**config.mk**
```make
export PLATFORM = sky130hd
export DESIGN_NAME = serial_subtractor
export DESIGN_NICKNAME = d
export VERILOG_FILES = /design/src/rtl/serial_sub_pkg.sv /design/src/rtl/full_subtractor.sv /design/src/rtl/serial_subtractor.sv
export SDC_FILE = /design/constraint.sdc
export NUM_CORES = 1
export LEC_CHECK = 0
export ABC_AREA = 1
export CAP_MARGIN = 0
export CORE_MARGIN = 2
export CORE_UTILIZATION = 44
export DETAILED_ROUTE_END_ITERATION = 10
export PLACE_DENSITY = 0.71
export SYNTH_ARGS = -nofsm -noshare
export SYNTH_HDL_FRONTEND = slang
export SYNTH_HIERARCHICAL = 1
export SYNTH_SLANG_ARGS = --single-unit
```
**constraint.sdc**
```tcl
create_clock -name clk -period 3.8 [get_ports clk]
set_clock_uncertainty 0.1 [all_clocks]
set_input_delay 0.38 -clock clk [delete_from_list [all_inputs] [get_ports clk]]
set_output_delay 0.38 -clock clk [all_outputs]
set_load 0.01 [all_outputs]
```
**src/rtl/serial_sub_pkg.sv**
```systemverilog
// Shared types and sizing helpers for the bit-serial subtractor.
package serial_sub_pkg;

   typedef enum logic [1:0] {
      IDLE  = 2'd0,
      SHIFT = 2'd1,
      DONE  = 2'd2
   } state_t;

   localparam int MIN_WIDTH = 2;

   // Bit counter only needs to reach WIDTH-1; keep at least one bit.
   function automatic int count_width(input int width);
      return (width <= 2) ? 1 : $clog2(width);
   endfunction

endpackage

```
**src/rtl/full_subtractor.sv**
```systemverilog
// One-bit full subtractor cell: diff = a - b - bin, with borrow out.
module full_subtractor (
   input  logic a,
   input  logic b,
   input  logic bin,
   output logic diff,
   output logic bout
);

   assign diff = a ^ b ^ bin;
   assign bout = (~a & b) | (~(a ^ b) & bin);

endmodule

```
**src/rtl/serial_subtractor.sv**
```systemverilog
// Bit-serial LSB-first subtractor (a - b) with start/done handshake.
// Optional signed-overflow output enabled by defining SERIAL_SUB_OVF_EN.
module serial_subtractor
   import serial_sub_pkg::*;
#(
   parameter int WIDTH = 8
) (
   input  logic             clk,
   input  logic             rst,
   input  logic             start,
   input  logic [WIDTH-1:0] a,
   input  logic [WIDTH-1:0] b,
   output logic             busy,
   output logic             done,
   output logic [WIDTH-1:0] diff,
   output logic             borrow
`ifdef SERIAL_SUB_OVF_EN
   ,output logic            ovf
`endif
);

   localparam int            CW   = count_width(WIDTH);
   localparam logic [CW-1:0] LAST = CW'(WIDTH - 1);

   state_t           state_reg;
   logic [CW-1:0]    count_reg;
   logic [WIDTH-1:0] a_sr_reg;
   logic [WIDTH-1:0] b_sr_reg;
   logic [WIDTH-1:0] res_reg;
   logic             bor_reg;
   logic             busy_reg;
   logic             done_reg;
   logic [WIDTH-1:0] diff_reg;
   logic             borrow_reg;
   logic             cell_d;
   logic             cell_bo;

   full_subtractor u_cell (
      .a    (a_sr_reg[0]),
      .b    (b_sr_reg[0]),
      .bin  (bor_reg),
      .diff (cell_d),
      .bout (cell_bo)
   );

   always_ff @(posedge clk) begin
      if (rst) begin
         state_reg  <= IDLE;
         count_reg  <= '0;
         a_sr_reg   <= '0;
         b_sr_reg   <= '0;
         res_reg    <= '0;
         bor_reg    <= 1'b0;
         busy_reg   <= 1'b0;
         done_reg   <= 1'b0;
         diff_reg   <= '0;
         borrow_reg <= 1'b0;
      end else begin
         done_reg <= 1'b0;
         case (state_reg)
            IDLE: begin
               if (start) begin
                  a_sr_reg  <= a;
                  b_sr_reg  <= b;
                  bor_reg   <= 1'b0;
                  count_reg <= '0;
                  busy_reg  <= 1'b1;
                  state_reg <= SHIFT;
               end
            end
            SHIFT: begin
               // Result fills from the MSB so bit 0 lands at the LSB after WIDTH shifts.
               res_reg  <= {cell_d, res_reg[WIDTH-1:1]};
               a_sr_reg <= a_sr_reg >> 1;
               b_sr_reg <= b_sr_reg >> 1;
               bor_reg  <= cell_bo;
               if (count_reg == LAST) begin
                  state_reg <= DONE;
               end else begin
                  count_reg <= count_reg + CW'(1);
               end
            end
            DONE: begin
               diff_reg   <= res_reg;
               borrow_reg <= bor_reg;
               done_reg   <= 1'b1;
               busy_reg   <= 1'b0;
               state_reg  <= IDLE;
            end
            default: begin
               busy_reg  <= 1'b0;
               state_reg <= IDLE;
            end
         endcase
      end
   end

`ifdef SERIAL_SUB_OVF_EN
   logic ovf_bit_reg;
   logic ovf_reg;

   // Borrow into the MSB differing from borrow out of it flags signed overflow.
   always_ff @(posedge clk) begin
      if (rst) begin
         ovf_bit_reg <= 1'b0;
         ovf_reg     <= 1'b0;
      end else begin
         if (state_reg == SHIFT && count_reg == LAST) begin
            ovf_bit_reg <= bor_reg ^ cell_bo;
         end
         if (state_reg == DONE) begin
            ovf_reg <= ovf_bit_reg;
         end
      end
   end

   assign ovf = ovf_reg;
`endif

   assign busy   = busy_reg;
   assign done   = done_reg;
   assign diff   = diff_reg;
   assign borrow = borrow_reg;

endmodule

```
==> reports/summary.md, run 1 <==
- run status: finished, final reports clean
- CTS tree: built
- drc violations: 0
- Final Hold Fails: 0
- starting density of the core: 0.453
- Max Clock Freq: 515 MHz
- delay-heaviest family, CP: buffers and inverters
- post-synthesis net count: 294
- kind of critical path: primary input to register
- GP Congestion: 0.695
- area used by sequential logic in the layout: 821 sq um
- Register-to-Register Setup Slack: 2080 ps
- 1st-pass router iterations: 4
- Post-Syn Area per Cell: 7.15 sq um
- Hold Path Class: register to register
- worst setup slack after layout: 1860 ps
- vias: 1579
- count of synthesis-stage warnings from yosys: 6
- final setup violation count: 0
- Crit-path slowest cell: inv_1
- most frequent standard cell in the layout excluding fill and tap cells: nand2_1
- post-cts hold buffer count: 0
- Final Slew Violations: 0
- post-layout net count: 318
- initial antenna violation count: 0
- Tmin final: 1940 ps
- Routed Antenna Nets: 0
- first-pass GRT wire length: 6070 um
- total cell area at the placement stage: 2170 sq um
- maximum VDD drop: 210 uV
- vias in the first global route: 1397
- Crit Reg-Reg Startpoint: state_reg[0]$_SDFFE_PP0P_
- vias per cell: 4.52
- TritonCTS buffer count: 5
- die area: 4970 sq um
- buffering stage count on the worst path with inverters included: 2
- largest fanout on the critical path: 34
- pin count of the biggest net entering global routing: 35
- WP data required: 3930 ps
- wire length per cell after detailed routing: 9.70 um
- Gates resized, CTS repair: 0
- Netlist Area Pre-Place: 1940 sq um
- slew at the pin with the worst max-slew slack: 903 ps
- final total power: 0.950 mW
- final instance area: 2280 sq um
- total gr overflow: 0
- nature of the critical path endpoint: register
- total I/O pin count: 30
- non-filler instance count after layout: 349
- clock latency on the worst-skew pair: 290 ps
- final cycle utilization of the critical path: 0.511
- Max Cap Violations: 0
- root cell of the clock tree: clkbuf_8
- port bufs: 29
- cell-by-cell listing of the critical path: clkdlybuf4s50_1 > inv_1 > o21ai_0 > nor2_1
- unique cell type count in the Yosys netlist: 22
- area used by multi-input combinational logic: 886 sq um
- area inside the core boundary: 4290 sq um
- data arrival at the endpoint of the critical path: 2070 ps
- Inst Count DP: 341
- power density relative to cell area: 416 nW/um^2
- synthesized instance count: 272
- Clock Pin Slew Worst Setup and Hold Paths: 80 ps
- commonest cells after routing, fill and taps aside: 73 x nand2_1, 64 x nor2_1, 41 x dfxtp_1, 29 x clkdlybuf4s50_1, 25 x inv_1
- number of filler instances in the final layout: 421
- Die Ht: 70.5 um
- DP HPWL: 2200 um
- largest incremental delay on the critical path: 750 ps
- setup_tns: 0 ps
- crit path to: borrow$_SDFFE_PP0P_
- stages on the worst setup path: 4
- origin of the worst setup path: rst
- DRC violation total after the first TritonRoute iteration: 97
- share of post-route cells with drive strength above 1: 0.118
- antenna fix cells: 0
- H-tree depth: 2
- clock tree sinks: 41
- Detailed Route WL: 3380 um
- worst r2r dst: a_sr_reg[3]$_SDFFE_PP0P_
- register bit total from synthesis: 41
- RSZ-0062 raised after global routing: no
- leakage power summed over all cells: 1.04 nW
- Post-CTS Setup Repair Bufs: 0
- max-slew headroom at the worst pin: 0.397
- minimum setup slack after placement: 1540 ps
- FF-to-FF path depth: 6
- Total Routing Usage GR: 0.152
- Die W: 70.5 um
- type of element launching the critical path: primary input
- Max Buffers Root-to-Sink: 2
- synthesis-to-layout area growth: 17.5%
- share of synthesized area occupied by flip-flops and latches: 0.422
- number of rows in the core area: 24
-- routing by layer --
| metal | track usage | routed length, um | vias to the layer above | share of wire |
|---|---|---|---|---|
| li1 | - | - | 861 | - |
| met1 | 0.190 | 1640 | 687 | 0.49 |
| met2 | 0.251 | 1530 | 26 | 0.45 |
| met3 | 0.0404 | 153 | 5 | 0.045 |
| met4 | 0.0577 | 61 | 0 | 0.018 |
| met5 | 0 | 0 | - | 0 |
-- cell usage after synthesis --
| cell type | instances | area share |
|---|---|---|
| nand2_8 | 1 | 0.010 |
| nor3_1 | 2 | 0.0051 |
| nand2_1 | 73 | 0.14 |
| ha_1 | 2 | 0.013 |
| nor2_1 | 64 | 0.12 |
| fa_1 | 1 | 0.010 |
| nor2_4 | 2 | 0.012 |
| buf_6 | 6 | 0.035 |
| buf_12 | 1 | 0.010 |
| nor2_2 | 10 | 0.032 |
| a21oi_1 | 2 | 0.0051 |
| nand2_2 | 7 | 0.023 |
| o21ai_0 | 17 | 0.044 |
| nand3_1 | 6 | 0.015 |
| inv_4 | 1 | 0.0032 |
| o21ai_4 | 1 | 0.0084 |
| buf_2 | 3 | 0.0077 |
| inv_1 | 25 | 0.048 |
| a21oi_2 | 3 | 0.014 |
| dfxtp_1 | 41 | 0.42 |
| clkbuf_8 | 2 | 0.014 |
| inv_2 | 2 | 0.0039 |
-- report_power, final --
part           switching (mW)  internal [mW]  total [mW]
clock                   0.157          0.197       0.354
combinational          0.0705         0.0545       0.125
sequential             0.0169          0.454       0.471
-- through the flow --
| stage | hold WS, ps | utilization |
|---|---|---|
| 2_1_floorplan | 344 | - |
| 3_3_place_gp | 363 | 0.505 |
| 3_5_place_dp | 369 | 0.505 |
| 4_1_cts | 380 | 0.532 |
| 5_1_grt | 405 | 0.532 |
| 6_report | 377 | 0.532 |
-- cell families after synthesis --
group,synth area share
AO/OA/AOI/OAI,0.0708
adder cells (fa/ha/maj),0.0232
buffers and inverters,0.122
flip-flops,0.422
AND/OR/NAND/NOR,0.362
-- worst min-delay path: cells and delay by family, from the launching register on --
family	cells	cell delay, ps
AND/OR/NAND/NOR	1	70
flip-flops	1	330
AO/OA/AOI/OAI	1	40
-- layout make-up --
| cell class | instances | area share |
|---|---|---|
| multi-input cells | 191 | 0.388 |
| flip-flops and latches | 41 | 0.359 |
| repair buffers | 29 | 0.127 |
| inverters | 28 | 0.0471 |
| clock buffers | 5 | 0.0301 |
| well taps | 52 | 0.0285 |
| clock inverters | 3 | 0.0203 |
-- worst min path at each step --
stage | start | to | slack, ps | depth (start not counted)
floorplan | a_sr_reg[7]$_SDFFE_PP0P_ | a_sr_reg[7]$_SDFFE_PP0P_ | 340 | 2
global placement | a_sr_reg[7]$_SDFFE_PP0P_ | a_sr_reg[7]$_SDFFE_PP0P_ | 360 | 2
detailed placement | a_sr_reg[7]$_SDFFE_PP0P_ | a_sr_reg[7]$_SDFFE_PP0P_ | 370 | 2
CTS | a_sr_reg[7]$_SDFFE_PP0P_ | a_sr_reg[7]$_SDFFE_PP0P_ | 380 | 2
global route | a_sr_reg[7]$_SDFFE_PP0P_ | a_sr_reg[7]$_SDFFE_PP0P_ | 400 | 2
finish | a_sr_reg[7]$_SDFFE_PP0P_ | a_sr_reg[7]$_SDFFE_PP0P_ | 380 | 2
Note: power is estimated with default switching activity, not from simulation.
==> run 2: changes to the inputs <==
- clock period: 3.8 -> 1.8 ns (I/O delays scaled with it)
==> reports/summary.md, run 2 (synthesis results as in run 1) <==
- run status: finished, final reports clean
- delay-heaviest family, CP: simple AND/OR/NAND/NOR gates
- Switching Fraction: 0.257, -0.000292
- buffering stage count on the worst path with inverters included: 1, -1
- pin count of the biggest net entering global routing: 35, unchanged
- TritonCTS buffer count: 5, unchanged
- port bufs: 29, unchanged
- clock latency on the worst-skew pair: 290 ps, about the same
- maximum VDD drop: 479 uV, +130%
- final total power: 2.02 mW, +110%
- Tmin final: 1450 ps
- WP data required: 1940 ps, -1990 ps
- relative contribution of combinational cells to total power: 0.139, +0.007
- Hold Path Class: register to register
- DP HPWL: 2230 um, +1.3%
- Crit Reg-Reg Startpoint: state_reg[0]$_SDFFE_PP0P_
- number of rows in the core area: 24, unchanged
- clock tree sinks: 41, unchanged
- crit path to: b_sr_reg[0]$_SDFFE_PP0P_
- Final Slew Violations: 0, unchanged
- root cell of the clock tree: clkbuf_8
- Routed Antenna Nets: 0, unchanged
- GP Congestion: 0.774, +11%
- vias: 1630, +3.2%
- wire length per cell after detailed routing: 9.74 um, +0.42%
- cell-by-cell listing of the critical path: inv_2 > nor2_4 > nand2_1 > nand2_1 > nor2_1 > nor2_1
- vias per cell: 4.62, +2.1%
- share of total power in sequential cells: 0.491, -0.005
- Die W: 70.5 um, unchanged
- Clock Pin Slew Worst Setup and Hold Paths: 90 ps, about the same
- drc violations: 0, unchanged
- max-slew headroom at the worst pin: 0.647, +0.249
- vias in the first global route: 1481, +6.0%
- largest incremental delay on the critical path: 450 ps, -300 ps
- worst r2r dst: b_sr_reg[0]$_SDFFE_PP0P_
- RSZ-0062 raised after global routing: no
- area inside the core boundary: 4290 sq um, unchanged
- kind of critical path: register to register
- Int Pwr: 1.50 mW, +110%
- post-layout net count: 322, +1.3%
- Detailed Route WL: 3440 um, +1.6%
- initial antenna violation count: 0, unchanged
- data arrival at the endpoint of the critical path: 1590 ps, -480 ps
- Final Hold Fails: 0, unchanged
- minimum setup slack after placement: 289 ps, -1260 ps
- net switching power figure: 0.519 mW, +110%
- final instance area: 2330 sq um, +1.9%
- total I/O pin count: 30, unchanged
- CTS tree: built
- largest fanout on the critical path: 23, -32%
- post-cts hold buffer count: 0, unchanged
- Die Ht: 70.5 um, unchanged
- Worst Hold Margin: 364 ps, -12.3 ps
- final setup violation count: 0, unchanged
- non-filler instance count after layout: 353, +1.1%
- Total Routing Usage GR: 0.152, -0.000760
- Crit-path slowest cell: dfxtp_1
- FF-to-FF path depth: 6, unchanged
- antenna fix cells: 0, unchanged
- DRC violation total after the first TritonRoute iteration: 157, +62%
- power density relative to cell area: 868 nW/um^2, +110%
- origin of the worst setup path: state_reg[0]$_SDFFE_PP0P_
- slew at the pin with the worst max-slew slack: 529 ps, -374 ps
- Clk network pwr share: 0.370, -0.002
- type of element launching the critical path: register
- commonest cells after routing, fill and taps aside: 73 x nand2_1, 64 x nor2_1, 41 x dfxtp_1, 29 x clkdlybuf4s50_1, 25 x inv_1
- final cycle utilization of the critical path: 0.808
- Max Cap Violations: 0, unchanged
- 1st-pass router iterations: 4, unchanged
- Gates resized, CTS repair: 0, unchanged
- worst setup slack after layout: 345 ps, -1510 ps
- total cell area at the placement stage: 2210 sq um, +2.0%
- H-tree depth: 2, unchanged
- setup_tns: 0 ps, unchanged
- first-pass GRT wire length: 6150 um, +1.2%
- Register-to-Register Setup Slack: 350 ps, -1730 ps
- die area: 4970 sq um, unchanged
- starting density of the core: 0.453, unchanged
- most frequent standard cell in the layout excluding fill and tap cells: nand2_1
- utilization after layout: 0.542, +0.00991
- Post-CTS Setup Repair Bufs: 0, unchanged
- nature of the critical path endpoint: register
- stages on the worst setup path: 6, +2
- synthesis-to-layout area growth: 19.7%
- Max Clock Freq: 688 MHz
- total gr overflow: 0, unchanged
- Max Buffers Root-to-Sink: 2, unchanged
- Inst Count DP: 345, +1.2%
- leakage power summed over all cells: 1.06 nW, +2.3%
- share of post-route cells with drive strength above 1: 0.130, +0.0117
[run 2: cell count changes in the layout (fill, tap and decap cells not counted)]
| cell | before | now |
|---|---|---|
| buf_4 | 0 | 3 |
| buf_12 | 0 | 1 |
[run 2: cell type report]
cell class                      count  area, sq um
Tap cell                           52         65.1
Clock inverter                      3         46.3
Sequential cell                    41          821
Multi-Input combinational cell    191          886
Clock buffer                        5         68.8
Fill cell                         416         1970
Timing Repair Buffer               33          333
Inverter                           28          108
[run 2: routing by layer]
layer / GRT usage / vias up / wire, um / share of wire
li1: - / 869 / - / -
met1: 0.192 / 722 / 1630 / 0.47
met2: 0.249 / 35 / 1630 / 0.47
met3: 0.0346 / 4 / 137 / 0.040
met4: 0.0577 / 0 / 41 / 0.012
met5: 0 / - / 0 / 0
[run 2: power by group through the flow]
stage          registers [mW]  clock network, mW  logic [mW]
2_1_floorplan            1.00                  0       0.226
3_3_place_gp             1.01                  0       0.277
3_5_place_dp             1.01                  0       0.281
4_1_cts                 0.991              0.766       0.284
5_1_grt                 0.999              0.810       0.324
6_report                0.991              0.747       0.281
[run 2: worst register-to-register path, stage by stage (launching register included)]
cell	delay, ps
dfxtp_1	450
inv_2	90
nor2_4	420
nand2_1	120
nand2_1	90
nor2_1	40
nor2_1	90
[run 2: worst min path at each step]
stage / to / depth (start not counted) / startpoint
floorplan: a_sr_reg[7]$_SDFFE_PP0P_ / 2 / a[7]
global placement: a_sr_reg[7]$_SDFFE_PP0P_ / 2 / a_sr_reg[7]$_SDFFE_PP0P_
detailed placement: b_sr_reg[7]$_SDFFE_PP0P_ / 2 / b_sr_reg[7]$_SDFFE_PP0P_
CTS: b_sr_reg[7]$_SDFFE_PP0P_ / 2 / b_sr_reg[7]$_SDFFE_PP0P_
global route: a_sr_reg[7]$_SDFFE_PP0P_ / 2 / a_sr_reg[7]$_SDFFE_PP0P_
finish: b_sr_reg[7]$_SDFFE_PP0P_ / 2 / b_sr_reg[7]$_SDFFE_PP0P_
==> run 3: changes to the inputs <==
- clock period: 1.8 -> 1.4 ns (I/O delays scaled with it)
==> reports/summary.md, run 3 (synthesis results as in run 1) <==
- leakage power summed over all cells: 1.15 nW, +7.8%
- total gr overflow: 0, unchanged
- final cycle utilization of the critical path: 0.953, +0.145
- cell-by-cell listing of the critical path: ha_1 > ha_1 > a21oi_2 > nand2_2 > nor2_1 > nor2_1
- Detailed Route WL: 3530 um, +2.7%
- DP HPWL: 2380 um, +6.7%
- CTS tree: built
- Crit-path slowest cell: dfxtp_1
- H-tree depth: 2, unchanged
- Die W: 70.5 um, unchanged
- Crit Reg-Reg Startpoint: count_reg[0]$_SDFFE_PP0P_
- post-layout net count: 325, +0.93%
- initial antenna violation count: 0, unchanged
- share of post-route cells with drive strength above 1: 0.151, +0.0217
- commonest cells after routing, fill and taps aside: 72 x nand2_1, 64 x nor2_1, 40 x dfxtp_1, 25 x inv_1, 18 x clkdlybuf4s50_1
- Routed Antenna Nets: 0, unchanged
- Die Ht: 70.5 um, unchanged
- type of element launching the critical path: register
- stages on the worst setup path: 6, unchanged
- delay-heaviest family, CP: adder cells
- nature of the critical path endpoint: register
- post-cts hold buffer count: 0, unchanged
- TritonCTS buffer count: 5, unchanged
- Hold Path Class: primary input to register
- clock latency on the worst-skew pair: 300 ps, about the same
- Register-to-Register Setup Slack: 70 ps, -280 ps
- vias in the first global route: 1444, -2.5%
- pin count of the biggest net entering global routing: 32, -8.6%
- WP data required: 1510 ps, -430 ps
- crit path to: count_reg[2]$_SDFFE_PP0P_
- non-filler instance count after layout: 356, +0.85%
- run status: finished, final reports clean
- data arrival at the endpoint of the critical path: 1440 ps, -150 ps
- final instance area: 2360 sq um, +1.2%
- maximum VDD drop: 478 uV, -0.38%
- origin of the worst setup path: count_reg[0]$_SDFFE_PP0P_
- final setup violation count: 0, unchanged
- Tmin final: 1330 ps, -120 ps
- synthesis-to-layout area growth: 21.2%
- 1st-pass router iterations: 4, unchanged
- worst setup slack after layout: 65.2 ps, -280 ps
- die area: 4970 sq um, unchanged
- largest incremental delay on the critical path: 330 ps, -120 ps
- port bufs: 29, unchanged
- slew at the pin with the worst max-slew slack: 311 ps, -217 ps
- wire length per cell after detailed routing: 9.92 um, +1.8%
- worst r2r dst: count_reg[2]$_SDFFE_PP0P_
- drc violations: 0, unchanged
- root cell of the clock tree: clkbuf_8
- total cell area at the placement stage: 2260 sq um, +2.1%
- Total Routing Usage GR: 0.156, +0.00470
- Inst Count DP: 348, +0.87%
- number of rows in the core area: 24, unchanged
- Final Slew Violations: 0, unchanged
- utilization after layout: 0.549, +0.00670
- starting density of the core: 0.453, unchanged
- FF-to-FF path depth: 6, unchanged
- vias per cell: 4.49, -2.8%
- total I/O pin count: 30, unchanged
- area inside the core boundary: 4290 sq um, unchanged
- first-pass GRT wire length: 6180 um, +0.57%
- Max Buffers Root-to-Sink: 2, unchanged
- Clock Pin Slew Worst Setup and Hold Paths: 80 ps, about the same
- clock tree sinks: 41, unchanged
- buffering stage count on the worst path with inverters included: 0, -1
- largest fanout on the critical path: 4, -83%
- minimum setup slack after placement: -29.5 ps, -318 ps
- most frequent standard cell in the layout excluding fill and tap cells: nand2_1
- Final Hold Fails: 0, unchanged
- vias: 1598, -2.0%
- Max Cap Violations: 0, unchanged
- DRC violation total after the first TritonRoute iteration: 106, -32%
- kind of critical path: register to register
- max-slew headroom at the worst pin: 0.792, +0.145
- power density relative to cell area: 1040 nW/um^2, +20%
- Max Clock Freq: 749 MHz, +9.0%
- RSZ-0062 raised after global routing: no
- GP Congestion: 0.739, -4.5%
- antenna fix cells: 0, unchanged
-- run 3: cell count changes in the layout (fill, tap and decap cells not counted), sizes merged --
cell | previous run | this run
bufinv | 1 | 0
dlymetal6s2s | 0 | 1
clkdlybuf4s50 | 29 | 18
dlygate4sd2 | 0 | 10
buf | 4 | 7
inv | 28 | 29
-- run 3: how the worst min path moves through the flow --
stage | from | to | depth (start not counted)
6_report | a[7] | a_sr_reg[7]$_SDFFE_PP0P_ | 3
5_1_grt | a[7] | a_sr_reg[7]$_SDFFE_PP0P_ | 3
4_1_cts | a[7] | a_sr_reg[7]$_SDFFE_PP0P_ | 3
3_5_place_dp | a_sr_reg[7]$_SDFFE_PP0P_ | a_sr_reg[7]$_SDFFE_PP0P_ | 2
3_3_place_gp | a_sr_reg[7]$_SDFFE_PP0P_ | a_sr_reg[7]$_SDFFE_PP0P_ | 2
2_1_floorplan | a[7] | a_sr_reg[7]$_SDFFE_PP0P_ | 2
-- run 3: power by group --
group / internal (mW) / switching (mW) / leakage, nW
clock: 0.360 / 0.447 / 0.0447
sequential: 1.23 / 0.0406 / 0.337
combinational: 0.174 / 0.203 / 0.764
total: 1.77 / 0.691 / 1.15
-- run 3: cell type report --
type / count / area [sq um]
Multi-Input combinational cell: 191 / 897
Clock inverter: 3 / 25.0
Clock buffer: 5 / 68.8
Fill cell: 418 / 1940
Timing Repair Buffer: 36 / 370
Tap cell: 52 / 65.1
Inverter: 28 / 108
Sequential cell: 41 / 822
-- run 3: tightest hold or removal path: stages --
cell and delay [ps]:
clkdlybuf4s50_1 390, nand3_1 90, a21oi_2 50
-- run 3: what timing repair did --
item                                    CTS  global route
endpoints found under the hold margin     0             0
gates resized for setup                  10             5
pin swaps                                 0             0
endpoints found under the setup margin   10             6
setup buffers                             0             0
-- run 3: through the flow --
stage / total power, mW / setup TNS [ps] / hold slack (ps)
after floorplan: 1.58 / 0 / 216
after CTS: 2.48 / 0 / 322
after global placement: 1.67 / 0 / 353
final: 2.46 / 0 / 319
after global routing: 2.59 / 0 / 377
after detailed placement: 1.68 / -260 / 354
-- run 3: routing by layer --
layer / up-vias / track usage / part of all wire
met1: 688 / 0.180 / 0.45
met3: 5 / 0.0491 / 0.047
met2: 29 / 0.267 / 0.48
met4: 0 / 0.0641 / 0.020
li1: 876 / - / -
met5: - / 0 / 0
